$ cat src/rtl/rsa_pkg.sv
// Shared definitions for the RSA modular-exponentiation core.
//   state_t             : top-level FSM states (IDLE, CHECK, MUL, SQR, FIN)
//   MODMUL_OVERHEAD     : cycles per modmul beyond the WIDTH iterations
//                         (one go/load cycle plus one capture cycle)
//   modmul_cycles(w)    : cycles per modmul for width w (w + 2)
//   rsa_latency(w)      : start-to-done latency for valid operands
package rsa_pkg;

  typedef enum logic [2:0] {
    ST_IDLE  = 3'd0,
    ST_CHECK = 3'd1,
    ST_MUL   = 3'd2,
    ST_SQR   = 3'd3,
    ST_FIN   = 3'd4
  } state_t;

  localparam int MODMUL_OVERHEAD = 2;

  function automatic int modmul_cycles(input int w);
    return w + MODMUL_OVERHEAD;
  endfunction

  // CHECK + FIN, plus one MUL and one SQR modmul for every key bit.
  function automatic int rsa_latency(input int w);
    return 2 + 2 * w * modmul_cycles(w);
  endfunction

endpackage

$ cat src/rtl/rsa_modexp_core_if.sv
// Request/response bundle of the RSA modular-exponentiation core.
//   start  : request, only sampled while the core is idle
//   key    : exponent, data : base, n : modulus (latched on accept)
//   busy   : operation in progress
//   done   : one-cycle completion pulse
//   err    : operand error, valid with done
//   result : data^key mod n, valid with done
// master : requester side, slave : core side.
interface rsa_modexp_core_if #(
  parameter int WIDTH = 16
) ();
  logic             start;
  logic [WIDTH-1:0] key;
  logic [WIDTH-1:0] data;
  logic [WIDTH-1:0] n;
  logic             busy;
  logic             done;
  logic             err;
  logic [WIDTH-1:0] result;

  modport master (
    output start, key, data, n,
    input  busy, done, err, result
  );

  modport slave (
    input  start, key, data, n,
    output busy, done, err, result
  );
endinterface

$ cat src/rtl/rsa_modmul.sv
// Interleaved shift-add modular multiplier: p = a * b mod n.
// Takes exactly WIDTH + 2 cycles from the cycle go is high to the cycle
// done is high: one load cycle, WIDTH iterations, then done/p are presented.
//   clk, rst_n : clock, asynchronous active-low reset
//   go         : one-cycle start pulse, latches a, b, n
//   a, b, n    : operands; a and b must already be reduced below n
//   done       : one-cycle pulse, p valid in the same cycle
//   p          : product, held until the next go
module rsa_modmul #(
  parameter int WIDTH = 16
) (
  input  logic             clk,
  input  logic             rst_n,
  input  logic             go,
  input  logic [WIDTH-1:0] a,
  input  logic [WIDTH-1:0] b,
  input  logic [WIDTH-1:0] n,
  output logic             done,
  output logic [WIDTH-1:0] p
);

  localparam int CW = $clog2(WIDTH + 1);

  logic [WIDTH-1:0] a_reg;
  logic [WIDTH-1:0] b_reg;
  logic [WIDTH-1:0] n_reg;
  logic [WIDTH-1:0] acc_reg;
  logic [CW-1:0]    cnt_reg;
  logic             run_reg;
  logic             done_reg;

  // One iteration: 2*acc + (b_msb ? a : 0). With acc, a < n the sum is
  // below 3n, so it fits in WIDTH+2 bits and two conditional subtractions
  // bring it back below n.
  logic [WIDTH+1:0] sum;
  logic [WIDTH+1:0] sub1;
  logic [WIDTH-1:0] acc_next;

  always_comb begin
    sum  = {1'b0, acc_reg, 1'b0} + (b_reg[WIDTH-1] ? {2'b00, a_reg} : '0);
    sub1 = (sum >= {2'b00, n_reg}) ? sum - {2'b00, n_reg} : sum;
    acc_next = (sub1 >= {2'b00, n_reg}) ? WIDTH'(sub1 - {2'b00, n_reg})
                                        : WIDTH'(sub1);
  end

  always_ff @(posedge clk or negedge rst_n) begin
    if (!rst_n) begin
      a_reg    <= '0;
      b_reg    <= '0;
      n_reg    <= '0;
      acc_reg  <= '0;
      cnt_reg  <= '0;
      run_reg  <= 1'b0;
      done_reg <= 1'b0;
    end else begin
      done_reg <= 1'b0;
      if (go) begin
        a_reg   <= a;
        b_reg   <= b;
        n_reg   <= n;
        acc_reg <= '0;
        cnt_reg <= CW'(WIDTH);
        run_reg <= 1'b1;
      end else if (run_reg) begin
        acc_reg <= acc_next;
        b_reg   <= {b_reg[WIDTH-2:0], 1'b0};
        cnt_reg <= cnt_reg - CW'(1);
        if (cnt_reg == CW'(1)) begin
          run_reg  <= 1'b0;
          done_reg <= 1'b1;
        end
      end
    end
  end

  assign done = done_reg;
  assign p    = acc_reg;

endmodule

$ cat src/rtl/rsa_modexp_core.sv
// Constant-time RSA modular exponentiation: result = data^key mod n.
// Right-to-left square-and-multiply over all WIDTH key bits; the multiply
// is always performed and only its write-back depends on the key bit, so
// the latency does not depend on key or data.
//   clk, rst_n : core clock, asynchronous active-low reset
//   bus        : request/response bundle (slave side), see rsa_modexp_core_if
module rsa_modexp_core
  import rsa_pkg::*;
#(
  parameter int WIDTH = 16
) (
  input  logic              clk,
  input  logic              rst_n,
  rsa_modexp_core_if.slave  bus
);

  localparam int CW = (WIDTH > 1) ? $clog2(WIDTH) : 1;

  state_t           state_reg;
  logic [WIDTH-1:0] key_reg;
  logic [WIDTH-1:0] data_reg;
  logic [WIDTH-1:0] n_reg;
  logic [WIDTH-1:0] acc_reg;
  logic [WIDTH-1:0] base_reg;
  logic [CW-1:0]    i_reg;
  logic             go_reg;
  logic             busy_reg;
  logic             done_reg;
  logic             err_reg;
  logic [WIDTH-1:0] result_reg;

  logic             mm_done;
  logic [WIDTH-1:0] mm_p;
  logic [WIDTH-1:0] mm_a;

  // The single multiplier is shared: acc*base in MUL, base*base in SQR.
  assign mm_a = (state_reg == ST_SQR) ? base_reg : acc_reg;

  rsa_modmul #(.WIDTH(WIDTH)) u_modmul (
    .clk   (clk),
    .rst_n (rst_n),
    .go    (go_reg),
    .a     (mm_a),
    .b     (base_reg),
    .n     (n_reg),
    .done  (mm_done),
    .p     (mm_p)
  );

  always_ff @(posedge clk or negedge rst_n) begin
    if (!rst_n) begin
      state_reg  <= ST_IDLE;
      key_reg    <= '0;
      data_reg   <= '0;
      n_reg      <= '0;
      acc_reg    <= '0;
      base_reg   <= '0;
      i_reg      <= '0;
      go_reg     <= 1'b0;
      busy_reg   <= 1'b0;
      done_reg   <= 1'b0;
      err_reg    <= 1'b0;
      result_reg <= '0;
    end else begin
      go_reg <= 1'b0;
      case (state_reg)
        ST_IDLE: begin
          if (bus.start) begin
            key_reg    <= bus.key;
            data_reg   <= bus.data;
            n_reg      <= bus.n;
            err_reg    <= 1'b0;
            result_reg <= '0;
            busy_reg   <= 1'b1;
            state_reg  <= ST_CHECK;
          end
        end

        ST_CHECK: begin
          // Reduced operands are required by the multiplier, so data >= n
          // is rejected rather than pre-reduced.
          if (n_reg < WIDTH'(2) || data_reg >= n_reg) begin
            err_reg    <= 1'b1;
            result_reg <= '0;
            done_reg   <= 1'b1;
            state_reg  <= ST_FIN;
          end else begin
            acc_reg   <= WIDTH'(1);
            base_reg  <= data_reg;
            i_reg     <= '0;
            go_reg    <= 1'b1;
            state_reg <= ST_MUL;
          end
        end

        ST_MUL: begin
          if (mm_done) begin
            if (key_reg[i_reg]) begin
              acc_reg <= mm_p;
            end
            go_reg    <= 1'b1;
            state_reg <= ST_SQR;
          end
        end

        ST_SQR: begin
          if (mm_done) begin
            base_reg <= mm_p;
            if (i_reg == CW'(WIDTH - 1)) begin
              // acc already holds the final value; the last square is
              // still performed to keep every bit the same length.
              result_reg <= acc_reg;
              done_reg   <= 1'b1;
              state_reg  <= ST_FIN;
            end else begin
              i_reg     <= i_reg + CW'(1);
              go_reg    <= 1'b1;
              state_reg <= ST_MUL;
            end
          end
        end

        ST_FIN: begin
          done_reg  <= 1'b0;
          busy_reg  <= 1'b0;
          state_reg <= ST_IDLE;
        end

        default: begin
          state_reg <= ST_IDLE;
          busy_reg  <= 1'b0;
          done_reg  <= 1'b0;
        end
      endcase
    end
  end

  assign bus.busy   = busy_reg;
  assign bus.done   = done_reg;
  assign bus.err    = err_reg;
  assign bus.result = result_reg;

endmodule

$ cat src/flat_wrapper.sv
// flat-port wrapper written by rule: the top's interface ports become plain ports
module rsa_modexp_core_flat import rsa_pkg::*;
#(
  parameter int WIDTH = 16
)
  (clk, rst_n, bus_start, bus_key, bus_data, bus_n, bus_busy, bus_done, bus_err, bus_result);
  rsa_modexp_core_if #(.WIDTH(WIDTH)) bus_i ();
  input  logic clk;
  input  logic rst_n;
  input wire logic [$bits(bus_i.start)-1:0] bus_start;
  input wire logic [$bits(bus_i.key)-1:0] bus_key;
  input wire logic [$bits(bus_i.data)-1:0] bus_data;
  input wire logic [$bits(bus_i.n)-1:0] bus_n;
  output wire logic [$bits(bus_i.busy)-1:0] bus_busy;
  output wire logic [$bits(bus_i.done)-1:0] bus_done;
  output wire logic [$bits(bus_i.err)-1:0] bus_err;
  output wire logic [$bits(bus_i.result)-1:0] bus_result;
  assign bus_i.start = bus_start;
  assign bus_i.key = bus_key;
  assign bus_i.data = bus_data;
  assign bus_i.n = bus_n;
  assign bus_busy = bus_i.busy;
  assign bus_done = bus_i.done;
  assign bus_err = bus_i.err;
  assign bus_result = bus_i.result;
  rsa_modexp_core #(.WIDTH(WIDTH)) u_core (.clk(clk), .rst_n(rst_n), .bus(bus_i));
endmodule
$ cat config.mk
export PLATFORM = sky130hd
export DESIGN_NAME = rsa_modexp_core_flat
export DESIGN_NICKNAME = d
export VERILOG_FILES = /design/src/rtl/rsa_pkg.sv /design/src/rtl/rsa_modexp_core_if.sv /design/src/rtl/rsa_modmul.sv /design/src/rtl/rsa_modexp_core.sv /design/src/flat_wrapper.sv
export SDC_FILE = /design/constraint.sdc
export NUM_CORES = 1
export LEC_CHECK = 0
export BUFFER_PORTS_ARGS = -buffer_cell sky130_fd_sc_hd__buf_2
export CORE_UTILIZATION = 60
export DETAILED_ROUTE_END_ITERATION = 16
export GPL_TIMING_DRIVEN = 0
export PLACE_DENSITY = 0.9
export SYNTH_ARGS = -nofsm -noshare
export SYNTH_HDL_FRONTEND = slang
export SYNTH_SLANG_ARGS = --single-unit
$ cat constraint.sdc
create_clock -name clk -period 10.48 [get_ports clk]
set_clock_uncertainty 0.15 [all_clocks]
set_input_delay 1.048 -clock clk [delete_from_list [all_inputs] [get_ports clk]]
set_output_delay 1.048 -clock clk [all_outputs]
set_load 0.01 [all_outputs]
---- Word level (Yosys, flattened, before mapping) ----
Cells that the tools add are included.
word-level totals
  output and inout port bits .............. 19
  register bits after elaboration ......... 178
operators by class
  equality and inequality tests ........... 13
  bitwise operators ....................... 2
  $add $sub $neg .......................... 5
  order comparisons ....................... 5
  reductions and logical operators ........ 18
  muxes and demuxes ....................... 53
operators with widths
  cell                   number
  $mux W16               16
  $pmux W16 S2           2
  $pmux W16 S3           1
  $ge A18 B16 Y1         2
  $add A17 B18 Y18       1
  $mux W18               1
  $sub A18 B16 Y18       1
  $ge A16 B16 Y1         1
  $lt A16 B2 Y1 const B  1
  $mux W1                16
  $sub A16 B16 Y16       1
  $mux W3                5
  $mux W4                3
  $ne A2 B2 Y1 const B   6
  $pmux W3 S4            1
  $reduce_and A4 Y1      3
  $mux W5                2
  $reduce_and A3 Y1      3
  $pmux W4 S2            1
  $reduce_bool A2 Y1     4
  $eq A3 B2 Y1 const B   2
  $pmux W1 S3            2
  $eq A5 B1 Y1 const B   1
  $lt A4 B5 Y1 const B   1
  other kinds (15)       19

---- Depth between registers and ports, before layout ----
Gate-level depths: netlist of the first run.
  depth after elaboration ................. 8
  gate-level depth with buffers ........... 31

---- Modules after synthesis ----
Synthesis of the first run repeated with hierarchy kept, for this count alone.
second synthesis, totals
  cell total of the unflattened synthesis .. 1083
  area total of the unflattened synthesis .. 10770.3 um^2
modules (own cells, without submodules)
  module           cells each  area each (um^2)  times used
  rsa_modmul       616         5607.9            1
  rsa_modexp_core  467         5162.5            1

---- Worst setup path before layout of the first run ----
Ideal clock, no wire load.
  path type ............................... register to register
  from .................................... register u_core.u_modmul.b_reg[15]
  to ...................................... register u_core.u_modmul.acc_reg[13], in the netlist u_core.u_modmul.p[13]
  cell stages (with the launch flop) ...... 32
  arrival time ............................ 6.997 ns
  path slack .............................. 3.206 ns
  buffers on the path ..................... 4
  cells stage by stage .................... dfrtp_1 > and2_1 > ha_1 > fa_1 > a211oi_1 > o21ai_1 > a2111oi_0 > o31ai_1 > a21oi_1 > xnor2_1 > ha_1 > nand3_1 > nor4_1 > a311o_1 > o21a_1 > or3_1 > buf_2 > or2_1 > buf_6 > buf_6 > a21oi_2 > inv_1 > fa_1 > nand2b_1 > a211oi_1 > o31a_1 > nor2_1 > a21oi_1 > clkbuf_1 > o22a_1 > nand2_1 > a311o_1
on the way
  word-level cells in the longest chain between the ends .. 8
  elaborated cells between the ends (all ways) .. 10
ends and longest elaborated chain
  element                                             line              RTL
  start, declared                                     rsa_modmul.sv:25  logic [WIDTH-1:0] b_reg;
  start signal, assigned                              rsa_modmul.sv:66  b_reg <= {b_reg[WIDTH-2:0], 1'b0};
  $mux W16 *                                          rsa_modmul.sv:40  sum = {1'b0, acc_reg, 1'b0} + (b_reg[WIDTH-1] ? {2'b00, a_reg} : '0);
  $add A17 B18 Y18 *                                  rsa_modmul.sv:40
  $sub A18 B16 Y18 or $ge A18 B16 Y1 (tied branches)  rsa_modmul.sv:41  sub1 = (sum >= {2'b00, n_reg}) ? sum - {2'b00, n_reg} : sum;
  $mux W18 *                                          rsa_modmul.sv:41
  $sub A16 B16 Y16 or $ge A18 B16 Y1 (tied branches)  rsa_modmul.sv:42  acc_next = (sub1 >= {2'b00, n_reg}) ? WIDTH'(sub1 - {2'b00, n_reg})
  $mux W16 *                                          rsa_modmul.sv:42
  $mux W16 *                                          rsa_modmul.sv:64  end else if (run_reg) begin
  $mux W16 *                                          rsa_modmul.sv:57  if (go) begin
  end signal, assigned                                rsa_modmul.sv:65  acc_reg <= acc_next;
  end, declared                                       rsa_modmul.sv:27  logic [WIDTH-1:0] acc_reg;
Every way passes the cells marked *; elsewhere a longest branch is shown, timed or not. The select of a mux whose other input is x is not followed.
A chain may end at the register's enable or synchronous reset.

---- Worst setup path after layout of the first run ----
  from .................................... register u_core.u_modmul.b_reg[15]
  to ...................................... register u_core.u_modmul.acc_reg[15], in the netlist u_core.u_modmul.p[15]
The elaborated chain is that of the path after synthesis.

==> results of run 1 <==
## cells in the mapped netlist (22+ instances only)
| cell | instances | area (sq um) |
|---|---|---|
| xnor2_1 | 33 | 289 |
| o21ai_0 | 83 | 415 |
| mux2i_1 | 32 | 320 |
| a21o_1 | 22 | 165 |
| nand2_1 | 128 | 480 |
| clkbuf_1 | 39 | 146 |
| o21a_1 | 25 | 188 |
| ha_1 | 66 | 826 |
| inv_1 | 80 | 300 |
| dfrtp_1 | 178 | 4450 |
| nand3_1 | 33 | 165 |
| a21oi_1 | 59 | 295 |
| nor2_1 | 69 | 259 |
| mux2_2 | 37 | 417 |
## worst max-delay path, delay by kind of cell (launching register included)
| family | cells | cell delay (ns) |
|---|---|---|
| AND/OR/NAND/NOR | 8 | 1.28 |
| AO/OA/AOI/OAI | 13 | 4.15 |
| flip-flops | 1 | 0.49 |
| buffers and inverters | 5 | 0.98 |
| adder cells (fa/ha/maj) | 4 | 1.42 |
| XOR/XNOR | 1 | 0.17 |
## per-layer routing
layer  wire length [um]  vias up  part of all wire  GRT usage
li1                   -     4258                 -          -
met1              11900     4501              0.39      0.440
met2              14100      496              0.46      0.548
met3               2530      137             0.083     0.0756
met4               1790        0             0.059      0.200
met5                  0        -                 0          0
## worst max path at each step
stage                                         to                             startpoint  cells past startpoint
2_1_floorplan  u_core.u_modmul.p[13]$_DFFE_PN0P_  u_core.u_modmul.b_reg[15]$_DFFE_PN0P_                     31
3_3_place_gp    u_core.u_modmul.p[6]$_DFFE_PN0P_  u_core.u_modmul.b_reg[15]$_DFFE_PN0P_                     31
3_5_place_dp   u_core.u_modmul.p[15]$_DFFE_PN0P_  u_core.u_modmul.b_reg[15]$_DFFE_PN0P_                     31
4_1_cts        u_core.u_modmul.p[15]$_DFFE_PN0P_  u_core.u_modmul.b_reg[15]$_DFFE_PN0P_                     31
5_1_grt         u_core.u_modmul.p[6]$_DFFE_PN0P_  u_core.u_modmul.b_reg[15]$_DFFE_PN0P_                     31
6_report       u_core.u_modmul.p[15]$_DFFE_PN0P_  u_core.u_modmul.b_reg[15]$_DFFE_PN0P_                     31
## through the flow
step                      hold WS, ns   util
after global placement          0.310  0.655
after floorplan                 0.322      -
after CTS                       0.340  0.692
final                           0.339  0.692
after global routing            0.361  0.692
after detailed placement        0.319  0.657
## logic make-up after synthesis
| group | synth area share |
|---|---|
| buf+inv | 0.0493 |
| fa+ha+maj | 0.0825 |
| mux | 0.0847 |
| simple gates | 0.145 |
| flops | 0.415 |
| compound gates | 0.189 |
| xor+xnor | 0.0351 |
## cell type report
type                       count  area [sq um]
sequential                   178          4450
clock inverter                15           180
multi-input combinational    831          5750
buffer                        53           229
clock buffer                  17           425
tap                          225           282
timing repair buffer          70           383
fill                        1247          5350
inverter                      80           300
==> run summary, run 1 <==
Outcome: finished, final reports clean
Final setup margin: 1.67 ns
Synth warn: 0
Final worst path period share: 0.841
EDFF count, synth: 0
Worst path slowest cell: a2111oi_0
N_diodes: 0
Final nets: 1351
Final hold vios: 0
Worst min path class: flop to flop
Row cnt: 48
Post-cts resize count: 0
Clk sinks: 178
Port Buffers: 69
Grt ovf: 0
Clock root cell: clkbuf_16
Seq/Total Area, Yosys: 0.415
Synth Flop Type: dfrtp_1
Via density per instance: 6.39
Placed Cells: 1437
Fmax: 113 MHz
1st-iter DRT viols: 937
Pre-CTS setup slack: 1.89 ns
Final Max Tran Viols: 0
1st-pass router iterations: 7
Worst setup SP type: flop
Register-to-Register Path Depth: 31
Wirelength per Cell: 20.7 um
Gpl congestion: 1.04
Post-DP HPWL: 22.8 mm
CP Max Fanout: 10
Post-Synthesis Cells: 1142
Max_cap viols: 0
Gr usage total: 0.347
Layout area overhead: 11.8%
Core ar.: 0.0174 sq mm
Most frequent cells in the layout: 178 x dfrtp_1, 128 x nand2_1, 83 x o21ai_0
Synth async-reset ratio: 1.00
Initial antenna violation count: 0
Number of distinct library cells after synthesis: 69
CTS tree: yes
RR Startpoint: u_core.u_modmul.b_reg[15]$_DFFE_PN0P_
CP arrival: 8.97 ns
Final min period: 8.81 ns
Full die area: 0.0184 sq mm
Clock H-tree levels: 4
Clock latency on the worst-skew pair: 0.45 ns
Share of cells above drive strength 1: 0.139
Vias in the first global route: 9241
Worst R2R Setup Slack: 1.67 ns
Clock Path Buffers: 2
Post-Layout Cell Count: 1469
Critical Path End Type: flop
Via count: 9392
Most common cell after layout, fill and taps aside: dfrtp_1
Setup tns final: 0 ns
Area of placed instances: 0.0114 sq mm
Setup violators final: 0
Worst R2R End: u_core.u_modmul.p[15]$_DFFE_PN0P_
Initial Util: 0.619
Rel. slew slack: 0.489
WS Path Type: flop to flop
Worst-margin pin slew: 0.748 ns
Largest net degree at the start of global routing: 91
Critical Path RT: 10.63 ns
Clock slew at reported path FFs: 0.08 ns
Die X: 136 um
CTS Buf Count: 17
Max incr delay on CP: 0.70 ns
Synth Area per Inst: 9.40 sq um
Post-route ant nets: 0
DRC viols: 0
I/O Pins: 70
Post-Syn Nets: 1262
Die height: 136 um
Setup bufs post-CTS: 0
Worst hold start: u_core.bus.busy$_DFFE_PN0P_
Unrepaired setup endpoints after global routing: no
Design area: 0.0120 sq mm
Cell Area, Synth: 0.0107 sq mm
Worst hold stages: 1
First-pass GRT wire length: 48.0 mm
Worst Hold End: u_core.bus.busy$_DFFE_PN0P_
Hold Buf Count CTS: 0
Total Wirelength: 30.4 mm
Number of synthesized register bits: 178
Power of run 1 is left out: the tool's default activity adds up to more than one toggle a clock period on the data nets, which glitch-free logic cannot reach.
==> inputs of run 2 (changes only) <==
--- a/config.mk
+++ b/config.mk
@@ -6,10 +6,10 @@
 export NUM_CORES = 1
 export LEC_CHECK = 0
 export BUFFER_PORTS_ARGS = -buffer_cell sky130_fd_sc_hd__buf_2
-export CORE_UTILIZATION = 60
+export CORE_UTILIZATION = 56
 export DETAILED_ROUTE_END_ITERATION = 16
 export GPL_TIMING_DRIVEN = 0
-export PLACE_DENSITY = 0.9
+export PLACE_DENSITY = 0.88
 export SYNTH_ARGS = -nofsm -noshare
 export SYNTH_HDL_FRONTEND = slang
 export SYNTH_SLANG_ARGS = --single-unit
==> constraint.sdc (replaced) <==
create_clock -name clk -period 7.35 [get_ports clk]
set_clock_uncertainty 0.15 [all_clocks]
set_input_delay 0.735 -clock clk [delete_from_list [all_inputs] [get_ports clk]]
set_output_delay 0.735 -clock clk [all_outputs]
set_load 0.01 [all_outputs]
==> run summary, run 2 (synthesized netlist as in run 1, its figures left out) <==
Die X: 140 um (+3.5%)
1st-iter DRT viols: 931 (-0.64%)
DRC viols: 0 (unchanged)
Share of cells above drive strength 1: 0.195 (+0.0560)
CP bufs+invs: 5 (unchanged)
Critical Path RT: 7.53 ns (-3.10 ns)
Worst min path class: input port to async pin
Vias in the first global route: 9210 (-0.34%)
CP arrival: 7.41 ns (-1.56 ns)
Via density per instance: 6.33 (-1.1%)
Grt ovf: 0 (unchanged)
Setup violators final: 0 (unchanged)
Clock H-tree levels: 4 (unchanged)
CP top delay family: compound AO/OA/AOI/OAI gates
1st-pass router iterations: 5 (-2)
Layout area overhead: 16.8%
Final nets: 1374 (+1.7%)
Post-route ant nets: 0 (unchanged)
Register-to-Register Path Depth: 32 (+3.2%)
Fmax: 138 MHz (+22%)
Worst-margin pin slew: 0.811 ns (+0.0633 ns)
Wirelength per Cell: 20.4 um (-1.2%)
First-pass GRT wire length: 47.9 mm (-0.19%)
Clock slew at reported path FFs: 0.07 ns (about the same)
Gr usage total: 0.316 (-0.0308)
Final worst path period share: 0.984 (+0.143)
Total Wirelength: 30.6 mm (+0.90%)
Final setup margin: 0.119 ns (-1.55 ns)
CTS Buf Count: 17 (unchanged)
Clock latency on the worst-skew pair: 0.44 ns (about the same)
Max_cap viols: 0 (unchanged)
RR Startpoint: u_core.u_modmul.b_reg[15]$_DFFE_PN0P_
Outcome: finished, final reports clean
Gpl congestion: 1.02 (-2.3%)
Clock root cell: clkbuf_16
CP Max Fanout: 8 (-2)
Via count: 9489 (+1.0%)
N_diodes: 0 (unchanged)
Final hold vios: 0 (unchanged)
Worst R2R End: u_core.u_modmul.p[11]$_DFFE_PN0P_
Initial antenna violation count: 0 (unchanged)
Post-DP HPWL: 22.6 mm (-1.0%)
Initial Util: 0.572 (-0.0465)
Worst R2R Setup Slack: 0.12 ns (-1.55 ns)
Full die area: 0.0197 sq mm (+7.0%)
Placed Cells: 1446 (+0.63%)
Core ar.: 0.0188 sq mm (+8.1%)
Post-Layout Cell Count: 1500 (+2.1%)
Max incr delay on CP: 0.45 ns (-0.25 ns)
Clock Path Buffers: 2 (unchanged)
Worst path slowest cell: dfrtp_2
Largest net degree at the start of global routing: 128 (+41%)
Final Max Tran Viols: 0 (unchanged)
Most common cell after layout, fill and taps aside: dfrtp_1
Most frequent cells in the layout: 177 x dfrtp_1, 127 x nand2_1, 80 x inv_1, 80 x o21ai_0, 73 x buf_2
I/O Pins: 70 (unchanged)
CTS tree: yes
Pre-CTS setup slack: -1.12 ns (-3.01 ns)
Clk sinks: 178 (unchanged)
Die height: 140 um (+3.5%)
Final min period: 7.23 ns (-1.58 ns)
Critical Path End Type: flop
Rel. slew slack: 0.459 (-0.0293)
WS Path Type: flop to flop
Port Buffers: 69 (unchanged)
Worst setup SP type: flop
Row cnt: 50 (+4.2%)
run 2: worst register-to-register path, delay by kind of cell (launching register included):
family          cells  cell delay [ns]
compound gates     14             3.12
xor+xnor            1             0.15
fa+ha+maj           4             1.15
buf+inv             5             0.74
flops               1             0.45
mux                 1             0.34
simple gates        7             1.01
run 2: final cells by class:
type	count	area, sq um
repair buffers	93	572
flip-flops and latches	178	4460
inverters	80	300
clock inverters	14	145
plain buffers	53	249
multi-input cells	831	6100
fillers	1408	6230
well taps	234	293
clock buffers	17	425
run 2: routing by layer:
layer / vias up / wire (um) / GRT usage / share of wire
li1: 4304 / - / - / -
met1: 4588 / 12400 / 0.414 / 0.40
met2: 483 / 14200 / 0.500 / 0.46
met3: 114 / 2590 / 0.0615 / 0.084
met4: 0 / 1510 / 0.167 / 0.049
met5: - / 0 / 0 / 0
run 2: worst max-delay path by stage:
| stage | startpoint | end | slack [ns] | depth (start not counted) |
|---|---|---|---|---|
| global placement | u_core.u_modmul.b_reg[15]$_DFFE_PN0P_ | u_core.u_modmul.p[6]$_DFFE_PN0P_ | -1.02 | 31 |
| detailed placement | u_core.u_modmul.b_reg[15]$_DFFE_PN0P_ | u_core.u_modmul.p[15]$_DFFE_PN0P_ | -1.12 | 31 |
| finish | u_core.u_modmul.b_reg[15]$_DFFE_PN0P_ | u_core.u_modmul.p[11]$_DFFE_PN0P_ | 0.12 | 32 |
| global route | u_core.u_modmul.b_reg[15]$_DFFE_PN0P_ | u_core.u_modmul.p[11]$_DFFE_PN0P_ | -0.11 | 31 |
| floorplan | u_core.u_modmul.b_reg[15]$_DFFE_PN0P_ | u_core.u_modmul.p[13]$_DFFE_PN0P_ | 0.08 | 31 |
| CTS | u_core.u_modmul.b_reg[15]$_DFFE_PN0P_ | u_core.u_modmul.p[13]$_DFFE_PN0P_ | 0.002 | 31 |
run 2: stage by stage:
| stage | util | setup TNS [ns] | hold slack [ns] | area (sq um) |
|---|---|---|---|---|
| 2_1_floorplan | - | 0 | 0.289 | 10700 |
| 3_3_place_gp | 0.606 | -13.84 | 0.311 | 11400 |
| 3_5_place_dp | 0.608 | -15.08 | 0.315 | 11400 |
| 4_1_cts | 0.651 | 0 | 0.0718 | 12200 |
| 5_1_grt | 0.668 | -0.690 | 0.0857 | 12500 |
| 6_report | 0.668 | 0 | 0.0549 | 12500 |
run 2: repair_timing:
item,in CTS,in global routing
hold buffers,0,0
resized for setup,30,56
endpoints found under the setup margin,16,16
pin swaps,19,33
setup buffers,14,9
hold endpoints to repair,0,0
Power of run 2 is left out for the same reason.
==> inputs of run 3 (changes only) <==
--- a/config.mk
+++ b/config.mk
@@ -9,6 +9,7 @@
 export CORE_UTILIZATION = 56
 export DETAILED_ROUTE_END_ITERATION = 16
 export GPL_TIMING_DRIVEN = 0
+export HOLD_SLACK_MARGIN = 0.08
 export PLACE_DENSITY = 0.88
 export SYNTH_ARGS = -nofsm -noshare
 export SYNTH_HDL_FRONTEND = slang
==> run summary, run 3 (synthesized netlist as in run 1, its figures left out) <==
Clock slew at reported path FFs: 0.07 ns (about the same)
Clock Path Buffers: 2 (unchanged)
Max_cap viols: 0 (unchanged)
Clock root cell: clkbuf_16
Pre-CTS setup slack: -1.12 ns (unchanged)
Clk sinks: 178 (unchanged)
CP top delay family: compound AO/OA/AOI/OAI gates
Post-route ant nets: 0 (unchanged)
Largest net degree at the start of global routing: 128 (unchanged)
Die height: 140 um (unchanged)
Finished Core Util: 0.669 (about the same)
Port Buffers: 69 (unchanged)
Most frequent cells in the layout: 177 x dfrtp_1, 127 x nand2_1, 80 x inv_1, 80 x o21ai_0, 73 x buf_2
WS Path Type: flop to flop
Total Wirelength: 30.6 mm (-0.10%)
Worst Hold End: u_core.bus.done$_DFFE_PN0P_
Final Max Tran Viols: 0 (unchanged)
Critical Path RT: 7.53 ns (about the same)
RR Startpoint: u_core.u_modmul.b_reg[15]$_DFFE_PN0P_
1st-pass router iterations: 5 (unchanged)
Die X: 140 um (unchanged)
Register-to-Register Path Depth: 32 (unchanged)
Worst R2R Setup Slack: 0.14 ns (+0.02 ns)
Core ar.: 0.0188 sq mm (unchanged)
Gpl congestion: 1.02 (unchanged)
Via density per instance: 6.36 (+0.53%)
Clock latency on the worst-skew pair: 0.44 ns (about the same)
Final setup margin: 0.138 ns (+0.0189 ns)
Wirelength per Cell: 20.4 um (-0.17%)
Max incr delay on CP: 0.45 ns (about the same)
Placed Cells: 1446 (unchanged)
Worst path slowest cell: dfrtp_2
Initial Util: 0.572 (unchanged)
CTS Buf Count: 17 (unchanged)
Worst hold stages: 1
CP arrival: 7.39 ns (-0.02 ns)
Final worst path period share: 0.981 (-0.00257)
Worst min path class: flop to flop
Clock H-tree levels: 4 (unchanged)
Rel. slew slack: 0.452 (-0.00751)
Worst setup SP type: flop
CP Max Fanout: 8 (unchanged)
Worst-margin pin slew: 0.822 ns (+0.0113 ns)
Fmax: 139 MHz (+0.26%)
Most common cell after layout, fill and taps aside: dfrtp_1
1st-iter DRT viols: 843 (-9.5%)
Setup violators final: 0 (unchanged)
Hold slack: 0.333 ns (+0.279 ns)
DRC viols: 0 (unchanged)
Critical Path Start: u_core.u_modmul.b_reg[15]$_DFFE_PN0P_
Post-Layout Cell Count: 1501 (+0.067%)
Full die area: 0.0197 sq mm (unchanged)
Post-DP HPWL: 22.6 mm (unchanged)
Final nets: 1375 (+0.073%)
Vias in the first global route: 9222 (+0.13%)
Via count: 9546 (+0.60%)
Final hold vios: 0 (unchanged)
Initial antenna violation count: 0 (unchanged)
First-pass GRT wire length: 47.9 mm (about the same)
Outcome: finished, final reports clean
CTS tree: yes
Critical Path End Type: flop
Gr usage total: 0.316 (about the same)
I/O Pins: 70 (unchanged)
N_diodes: 0 (unchanged)
Grt ovf: 0 (unchanged)
Layout area overhead: 16.9% (about the same)
CP bufs+invs: 5 (unchanged)
Row cnt: 50 (unchanged)
Worst hold start: u_core.bus.done$_DFFE_PN0P_
Worst R2R End: u_core.u_modmul.p[11]$_DFFE_PN0P_
Final min period: 7.21 ns (-0.0189 ns)
Share of cells above drive strength 1: 0.195 (about the same)
run 3: per-layer routing:
| layer | up-vias | routed length, um | part of all wire | track usage |
|---|---|---|---|---|
| li1 | 4306 | - | - | - |
| met2 | 503 | 14100 | 0.46 | 0.500 |
| met5 | - | 0 | 0 | 0 |
| met3 | 119 | 2690 | 0.088 | 0.0615 |
| met4 | 0 | 1530 | 0.050 | 0.167 |
| met1 | 4618 | 12300 | 0.40 | 0.414 |
run 3: worst max-delay path by stage:
stage                     depth (start not counted)                           endpoint  slack, ns
after floorplan                                  31  u_core.u_modmul.p[13]$_DFFE_PN0P_       0.08
after global placement                           31   u_core.u_modmul.p[6]$_DFFE_PN0P_      -1.02
after detailed placement                         31  u_core.u_modmul.p[15]$_DFFE_PN0P_      -1.12
after CTS                                        31  u_core.u_modmul.p[13]$_DFFE_PN0P_      0.002
after global routing                             31  u_core.u_modmul.p[11]$_DFFE_PN0P_      -0.11
final                                            32  u_core.u_modmul.p[11]$_DFFE_PN0P_       0.14
run 3: metrics by stage:
stage | setup TNS, ns | instance area, sq um
after global routing | -0.690 | 12600
final | 0 | 12600
after floorplan | 0 | 10700
after CTS | 0 | 12200
after global placement | -13.84 | 11400
after detailed placement | -15.08 | 11400
run 3: final cells by class:
| class | instances | area, sq um |
|---|---|---|
| fill | 1407 | 6220 |
| multi-input combinational | 831 | 6100 |
| sequential | 178 | 4460 |
| timing repair buffer | 94 | 582 |
| clock buffer | 17 | 425 |
| inverter | 80 | 300 |
| tap | 234 | 293 |
| buffer | 53 | 249 |
| clock inverter | 14 | 145 |
run 3: what timing repair did:
action                                 4_1_cts  5_1_grt
pin swaps                                   19       33
gates resized for setup                     30       56
setup buffers                               14        9
endpoints found under the hold margin       31        0
setup endpoints to repair                   16       16
hold buffers                                 1        0
Power of run 3 is left out for the same reason.
